===== src/rtl/park_controller_pkg.sv =====
// park_controller_pkg
// Shared definitions for the parking-lot controller: lot geometry, the
// default gate-open time, the entry FSM state encoding and a helper that
// counts free spaces in an occupancy vector.
package park_controller_pkg;

  localparam int NUM_SPACES      = 8;
  localparam int SPACE_W         = 3;
  localparam int GATE_CYCLES_DEF = 4;

  typedef enum logic [1:0] {
    ST_IDLE     = 2'd0,
    ST_GRANT    = 2'd1,
    ST_GATE     = 2'd2,
    ST_WAIT_CLR = 2'd3
  } park_state_e;

  // Number of zero bits in an occupancy vector (0..NUM_SPACES).
  function automatic logic [3:0] count_free(input logic [NUM_SPACES-1:0] occ);
    logic [3:0] n;
    n = 4'd0;
    for (int i = 0; i < NUM_SPACES; i++) begin
      if (!occ[i]) n = n + 4'd1;
    end
    return n;
  endfunction

endpackage


===== src/rtl/park_controller_free_finder.sv =====
// park_free_finder
// Lowest-index priority encoder over the free-space mask.
// Ports:
//   free_mask_i : bit i = 1 when space i is free (i.e. ~occupancy)
//   idx_o       : index of the lowest set bit of free_mask_i (0 when none)
//   valid_o     : 1 when at least one space is free
module park_free_finder
  import park_controller_pkg::*;
(
  input  logic [NUM_SPACES-1:0] free_mask_i,
  output logic [SPACE_W-1:0]    idx_o,
  output logic                  valid_o
);

  // Scan from the top down so the lowest set bit is the last one written.
  always_comb begin
    idx_o   = '0;
    valid_o = 1'b0;
    for (int i = NUM_SPACES - 1; i >= 0; i--) begin
      if (free_mask_i[i]) begin
        idx_o   = SPACE_W'(i);
        valid_o = 1'b1;
      end
    end
  end

endmodule


===== src/rtl/park_controller.sv =====
// park_controller
// Eight-space parking-lot controller. An entry FSM allocates the lowest free
// space to a waiting car and opens the entry barrier for GATE_CYCLES cycles;
// an independent exit path frees spaces on request.
// Ports:
//   clk, rst_n            : clock, asynchronous active-low reset
//   entry_req             : level, car waiting; held until the gate has closed
//   entry_ack/entry_space : one-cycle grant pulse and allocated index
//   entry_gate            : entry barrier open
//   exit_req/exit_space   : one-cycle exit pulse and the space being vacated
//   exit_ack/exit_error   : one-cycle result pulses for an exit request
//   occupancy             : bit i = 1 when space i is taken
//   free_count/full/empty : combinational status of occupancy
//   dbg_state             : current entry FSM state
// Handshake: entry_req is a level request; it is granted by a single
// entry_ack pulse and must stay high until entry_gate has dropped, after which
// the FSM waits for entry_req=0 before accepting the next car. exit_req is a
// fire-and-forget pulse answered one cycle later by exactly one of exit_ack or
// exit_error.
module park_controller
  import park_controller_pkg::*;
#(
  parameter int GATE_CYCLES = GATE_CYCLES_DEF
) (
  input  logic                  clk,
  input  logic                  rst_n,
  input  logic                  entry_req,
  output logic                  entry_ack,
  output logic [SPACE_W-1:0]    entry_space,
  output logic                  entry_gate,
  input  logic                  exit_req,
  input  logic [SPACE_W-1:0]    exit_space,
  output logic                  exit_ack,
  output logic                  exit_error,
  output logic [NUM_SPACES-1:0] occupancy,
  output logic [3:0]            free_count,
  output logic                  full,
  output logic                  empty,
  output park_state_e           dbg_state
);

  localparam logic [3:0]            GATE_LOAD = 4'(GATE_CYCLES - 1);
  localparam logic [NUM_SPACES-1:0] ONE_HOT0  = NUM_SPACES'(1);

  park_state_e           state_q;
  logic [3:0]            cnt_q;
  logic                  entry_ack_q;
  logic [SPACE_W-1:0]    entry_space_q;
  logic                  entry_gate_q;
  logic                  exit_ack_q;
  logic                  exit_error_q;
  logic [NUM_SPACES-1:0] occ_q;
  logic [NUM_SPACES-1:0] occ_d;

  logic [SPACE_W-1:0]    free_idx;
  logic                  free_valid;
  logic                  grant;
  logic                  exit_hit;
  logic [NUM_SPACES-1:0] alloc_mask;
  logic [NUM_SPACES-1:0] release_mask;

  park_free_finder u_finder (
    .free_mask_i (~occ_q),
    .idx_o       (free_idx),
    .valid_o     (free_valid)
  );

  // Allocation and release both look at occupancy from before the edge, so a
  // grant never targets the space being freed in the same cycle: the freed
  // bit was occupied, the allocated bit was free.
  always_comb begin
    grant        = (state_q == ST_IDLE) && entry_req && !full && free_valid;
    exit_hit     = exit_req && occ_q[exit_space];
    alloc_mask   = grant ? (ONE_HOT0 << free_idx) : '0;
    release_mask = exit_hit ? (ONE_HOT0 << exit_space) : '0;
    occ_d        = (occ_q & ~release_mask) | alloc_mask;
  end

  always_ff @(posedge clk or negedge rst_n) begin
    if (!rst_n) occ_q <= '0;
    else        occ_q <= occ_d;
  end

  // Entry FSM; the latched grant index lives in entry_space_q for the single
  // GRANT cycle and is cleared afterwards.
  always_ff @(posedge clk or negedge rst_n) begin
    if (!rst_n) begin
      state_q       <= ST_IDLE;
      cnt_q         <= 4'd0;
      entry_ack_q   <= 1'b0;
      entry_space_q <= '0;
      entry_gate_q  <= 1'b0;
    end else begin
      entry_ack_q   <= 1'b0;
      entry_space_q <= '0;
      case (state_q)
        ST_IDLE: begin
          if (grant) begin
            state_q       <= ST_GRANT;
            entry_ack_q   <= 1'b1;
            entry_space_q <= free_idx;
          end
        end
        ST_GRANT: begin
          state_q      <= ST_GATE;
          entry_gate_q <= 1'b1;
          cnt_q        <= GATE_LOAD;
        end
        ST_GATE: begin
          // Counter reaches zero on the last open cycle.
          if (cnt_q == 4'd0) begin
            state_q      <= ST_WAIT_CLR;
            entry_gate_q <= 1'b0;
          end else begin
            cnt_q <= cnt_q - 4'd1;
          end
        end
        ST_WAIT_CLR: begin
          if (!entry_req) state_q <= ST_IDLE;
        end
        default: state_q <= ST_IDLE;
      endcase
    end
  end

  // Exit path, independent of the entry FSM.
  always_ff @(posedge clk or negedge rst_n) begin
    if (!rst_n) begin
      exit_ack_q   <= 1'b0;
      exit_error_q <= 1'b0;
    end else begin
      exit_ack_q   <= exit_hit;
      exit_error_q <= exit_req && !occ_q[exit_space];
    end
  end

  assign entry_ack   = entry_ack_q;
  assign entry_space = entry_space_q;
  assign entry_gate  = entry_gate_q;
  assign exit_ack    = exit_ack_q;
  assign exit_error  = exit_error_q;
  assign occupancy   = occ_q;
  assign free_count  = count_free(occ_q);
  assign full        = (occ_q == {NUM_SPACES{1'b1}});
  assign empty       = (occ_q == '0);
  assign dbg_state   = state_q;

endmodule


===== config.mk =====
export PLATFORM = sky130hd
export DESIGN_NAME = park_controller
export DESIGN_NICKNAME = d
export VERILOG_FILES = /design/src/rtl/park_controller_pkg.sv /design/src/rtl/park_controller_free_finder.sv /design/src/rtl/park_controller.sv
export SDC_FILE = /design/constraint.sdc
export NUM_CORES = 1
export LEC_CHECK = 0
export BUFFER_PORTS_ARGS = -buffer_cell sky130_fd_sc_hd__buf_2
export CAP_MARGIN = 25
export CORE_AREA = 2 2 75 92
export CTS_CLUSTER_SIZE = 20
export DETAILED_ROUTE_END_ITERATION = 10
export DIE_AREA = 0 0 77 94
export PLACE_DENSITY = 0.54
export RECOVER_POWER = 50
export SLEW_MARGIN = 20
export SYNTH_ARGS = -nofsm -noshare
export SYNTH_HDL_FRONTEND = slang
export SYNTH_SLANG_ARGS = --single-unit

===== constraint.sdc =====
create_clock -name clk -period 4.08 [get_ports clk]
set_input_delay 0.612 -clock clk [delete_from_list [all_inputs] [get_ports clk]]
set_output_delay 0.612 -clock clk [all_outputs]
set_load 0.05 [all_outputs]

Word level (Yosys, flattened, before mapping)
Index checks and enable logic that the tools add are counted.

Flip-flop bits (word level): 21. Input port bits: 7. Logic and storage cells: 85.

$add $sub $neg: 8. Magnitude comparators: 1. Equal/unequal tests: 8. Shift operators: 2. Muxes and demuxes: 40. Bitwise logic cells: 4. Reduce and logical (&&, ||, !) cells: 14.

Operator list (count): two-way mux 4 bit (8); two-way mux 3 bit (10); adder 4 x 1 -> 4 bit (second input constant) (7); two-way mux 8 bit (2); inverter 8 bit (2); left shift 1 x 3 -> 8 bit (first input constant) (2); two-way mux 1 bit (13); bitwise AND 8 bit (1); equality test 8 bit (second input constant) (1); logical NOT 8 bit (1); inequality test 2 bit (second input constant) (4); OR 8 bit (1); case mux 2 bit (4 select lines) (1); case mux 4 bit (2 select lines) (1); two-way mux 2 bit (3); logical AND 1 bit (5); equality test 2 bit (second input constant) (2); logical NOT 4 bit (1); less-than comparator 3 x 4 -> 1 bit (second input constant) (1); AND reduction 2 bit (2); subtractor 4 x 1 -> 4 bit (second input constant) (1); binary-select mux 1 bit (select 3 bit) (1); AND reduction 3 bit (1); equality test 2 x 1 -> 1 bit (second input constant) (1); other kinds (4) (5).

Logic depth before layout (Yosys ltp)
Depth in word-level cells: 15. Gate-level depth with buffers: 18. Gate-level depth less buffers: 17.

By module
A second synthesis with hierarchy kept.

Cell total of the unflattened synthesis: 203. Area, all modules: 1810.5 um^2.

By module, submodules not included: park_controller (times used 1, cells an instance 190, area an instance 1730.4 um^2, seq. area each 525.5 um^2); park_free_finder (times used 1, cells an instance 13, area an instance 80.1 um^2, seq. area each 0.0 um^2).

Worst setup path after synthesis
No wires, ideal clock.

Path kind: reg2out. Start: register occ_q[0] (netlist: occupancy[0]). End: output port free_count[3]. Arrival: 4.463 ns. Data required time: 3.468 ns. Path slack: -0.995 ns. Stages on the path, launching flop included: 18. Path through: dfrtp_1 inv_1 ha_1 buf_6 xor2_1 inv_2 ha_1 or2_1 and3_1 a311oi_2 nand2_1 o21a_1 ha_1 nand2b_1 xnor2_1 xnor2_1 nand4b_1 xnor2_1.

Longest elaborated chain between the ends: 15.

Ends and longest elaborated chain: start: declaration (RTL line park_controller.sv:52) `logic [NUM_SPACES-1:0] occ_q;`; start signal: assignment (RTL line park_controller.sv:80) `if (!rst_n) occ_q <= '0;`; start signal: assignment (RTL line park_controller.sv:81) `else occ_q <= occ_d;`; two-way mux 1 bit * (RTL line park_controller_pkg.sv:23) `if (!occ[i]) n = n + 4'd1;`; adder 4 x 1 -> 4 bit (RTL line park_controller_pkg.sv:23); two-way mux 4 bit * (RTL line park_controller_pkg.sv:23); adder 4 x 1 -> 4 bit (RTL line park_controller_pkg.sv:23); two-way mux 4 bit * (RTL line park_controller_pkg.sv:23); adder 4 x 1 -> 4 bit (RTL line park_controller_pkg.sv:23); two-way mux 4 bit * (RTL line park_controller_pkg.sv:23); adder 4 x 1 -> 4 bit (RTL line park_controller_pkg.sv:23); two-way mux 4 bit * (RTL line park_controller_pkg.sv:23); adder 4 x 1 -> 4 bit (RTL line park_controller_pkg.sv:23); two-way mux 4 bit * (RTL line park_controller_pkg.sv:23); adder 4 x 1 -> 4 bit (RTL line park_controller_pkg.sv:23); two-way mux 4 bit * (RTL line park_controller_pkg.sv:23); adder 4 x 1 -> 4 bit (RTL line park_controller_pkg.sv:23); two-way mux 4 bit * (RTL line park_controller_pkg.sv:23); end: declaration (RTL line park_controller.sv:36) `output logic [3:0] free_count,`.

Mark *: on every way between the ends. The rest lies on a longest branch, timed or not.

Worst setup path after layout
Start: register occ_q[0] (netlist: occupancy[0]). End: output port free_count[1].

The elaborated chain is that of the path after synthesis.

==> flow_summary.ini <==
[global_route]
track_usage_pct = 12.56
overflow = 0
grt_pass1_vias = 1693
grt_max_degree = 22
grt.met3_usage_pct = 1.731
gr-max-usage-layer = met2
grt_util_met2_pct = 24.49
use_met1_pct = 14.06
grt_pass1_wl_um = 7486
antenna_found_initial = 0

[finish]
final_common_cell = buf_4
diodes = 0
fill_cells = 664
area_growth_pct = 38.01
final_nets = 282
drive_above_1_share_pct = 37.69
final_cell_mix = buf_4 (32), nand2_1 (27), buf_2 (21)

[cts]
clockBufferDepth = 2
cts_buffers = 3
cts.sinks = 21
htree_levels = 1
cts_hold_buf = 0
cts_tree = done
cts_root_buffer = clkbuf_8
clk_pin_slew_ns = 0.07
insertion_delay_ns = 0.26

[yosys]
synth_edf_count = 0
ys.flop_type = dfrtp_1
synth_cells = 202
synth_warnings = 0
seq_area_frac_synth_pct = 29.29
ys_async_sr_fraction_pct = 100.0
ys_ff_latch = 21
syn_area_um2 = 1794
syn_nets = 223
yosysUniqueCellTypes = 49
avgSynthCellArea_um2 = 8.882

[worst_setup_path]
path_class = reg -> out
startpoint_type = flop
critPathCaptureType = output port
rrSetupSlack_ns = 2.20
cp.arrival_ns = 3.91
cp_max_fo = 4
cp.required_ns = 3.47

[route]
drc = 0
routedWlPerCell_um = 12.57
drt_iter0_markers = 38
detail-route-antenna-nets = 0
via_per_inst = 4.667
routed_wl_um = 4337
via_count = 1610
firstDrtPassIters = 4

[timing]
rsz0062_at_grt = true
min_period_ns = 4.525
tightest_slew_ns = 1.110
fin_ws_ns = -0.4454
hold_slack_ns = 0.5197
clock.fmax_mhz = 221.0
hold_violations = 0
finalCritPeriodShare_pct = 110.9
maxSlewHeadroom_pct = 25.99
finalMaxSlewViolations = 0
finClkSkew_ns = 0.001749
setup_violations = 3

[die]
dieArea_um2 = 7238
die_x_um = 77
die_y_um = 94
pin_count = 30
core_um2 = 6326
num_rows = 32
initial_core_util_pct = 28.36

[placement]
io_buffers = 29
place_hpwl_um = 3300
globalplace.congestion = 0.7865

[job]
cap_violations = 0

[run_status]
violations = negative setup slack
status = finished, violations left

[worst_hold_path]
hp-class = reg -> reg
-- registers in the layout, summed over array words and instances, names as in the netlist --
signal       cells
occupancy        8
cnt_q            4
entry_space      3
dbg_state        2
entry_ack        1
entry_gate       1
exit_ack         1
exit_error       1
-- cells by family (layout without fill, tap and decap cells) --
family / count (synthesis) / in the layout / share of synthesized area (%)
buf+inv: 24 / 82 / 7.880
mux: 10 / 10 / 6.276
simple gates: 76 / 76 / 21.20
compound gates: 39 / 39 / 15.76
flops: 21 / 21 / 29.29
fa+ha+maj: 14 / 14 / 9.763
xor+xnor: 18 / 18 / 9.833
-- metrics by stage --
stage	setup TNS [ns]	setup WS, ns	instance area (um^2)	std cells	utilization [%]
global placement	-0.9140	-0.3603	2225	330	35.17
finish	-1.151	-0.4454	2476	345	39.14
global route	-1.686	-0.6150	2476	345	39.14
CTS	-1.357	-0.4899	2430	344	38.41
detailed placement	-1.011	-0.3904	2225	330	35.17
floorplan	-1.222	-0.4343	1847	202	-
-- area by class of cell --
cell class	instances	area [um^2]	share of cell area, %
multi-input cells	157	1282	51.79
flip-flops and latches	21	530.5	21.43
repair buffers	63	432.9	17.48
well taps	85	106.4	4.295
inverters	15	78.83	3.183
clock buffers	4	45.04	1.819
-- repair_timing --
action,in CTS,in global routing
pin swaps,12,8
buffers inserted,10,1
endpoints found under the setup margin,3,3
resized for setup,16,11
-- layer usage --
layer / vias up / part of all wire [%]
li1: 807 / -
met1: 762 / 41
met2: 33 / 54
met3: 8 / 3.6
met4: 0 / 1.6
met5: - / 0
-- critical path: stages (launching register included) --
cell	delay, ns
dfrtp_4	0.51
inv_4	0.09
ha_4	0.21
xor2_2	0.15
inv_2	0.11
ha_4	0.22
or2_4	0.25
and3_4	0.15
a311oi_2	0.25
nand2_1	0.12
o21a_1	0.20
ha_1	0.28
nor2b_4	0.12
a311o_2	0.36
ha_4	0.22
mux2_4	0.27
buf_8	0.15
-- Yosys cell counts (2+ instances only) --
cell / n / area (um^2)
a31oi_1: 3 / 18.77
xor2_1: 5 / 43.79
xnor2_1: 12 / 105.1
nor3_1: 5 / 25.02
o211ai_1: 3 / 22.52
o21ai_0: 4 / 20.02
mux2i_1: 5 / 50.05
ha_1: 14 / 175.2
mux2_2: 2 / 22.52
a2111oi_2: 2 / 30.03
o21ai_1: 6 / 30.03
buf_2: 2 / 10.01
a32o_1: 2 / 20.02
a311oi_2: 2 / 30.03
nand3_1: 2 / 10.01
a21oi_1: 10 / 50.05
buf_6: 3 / 33.78
clkbuf_1: 4 / 15.01
inv_1: 11 / 41.29
nand2b_1: 3 / 18.77
and2_1: 2 / 12.51
nand2_1: 27 / 101.4
inv_2: 2 / 7.510
nor2b_1: 7 / 43.79
dfrtp_1: 21 / 525.5
and3_1: 3 / 18.77
nor2_1: 18 / 67.56
-- worst paths after layout --
| check | cells after the start | start | end |
|---|---|---|---|
| max | 16 | occupancy[0] | free_count[1] |
| min | 1 | cnt_q[0] | cnt_q[0] |
| max reg2reg | 8 | occupancy[0] | dbg_state[0] |
| min reg2reg | 1 | cnt_q[0] | cnt_q[0] |
| max in group asynchronous | 1 | rst_n | occupancy[0] |
| min in group asynchronous | 1 | rst_n | dbg_state[1] |
Power is not shown: default switching activity piles up to over one toggle a cycle in this logic, so the estimate is an artifact.
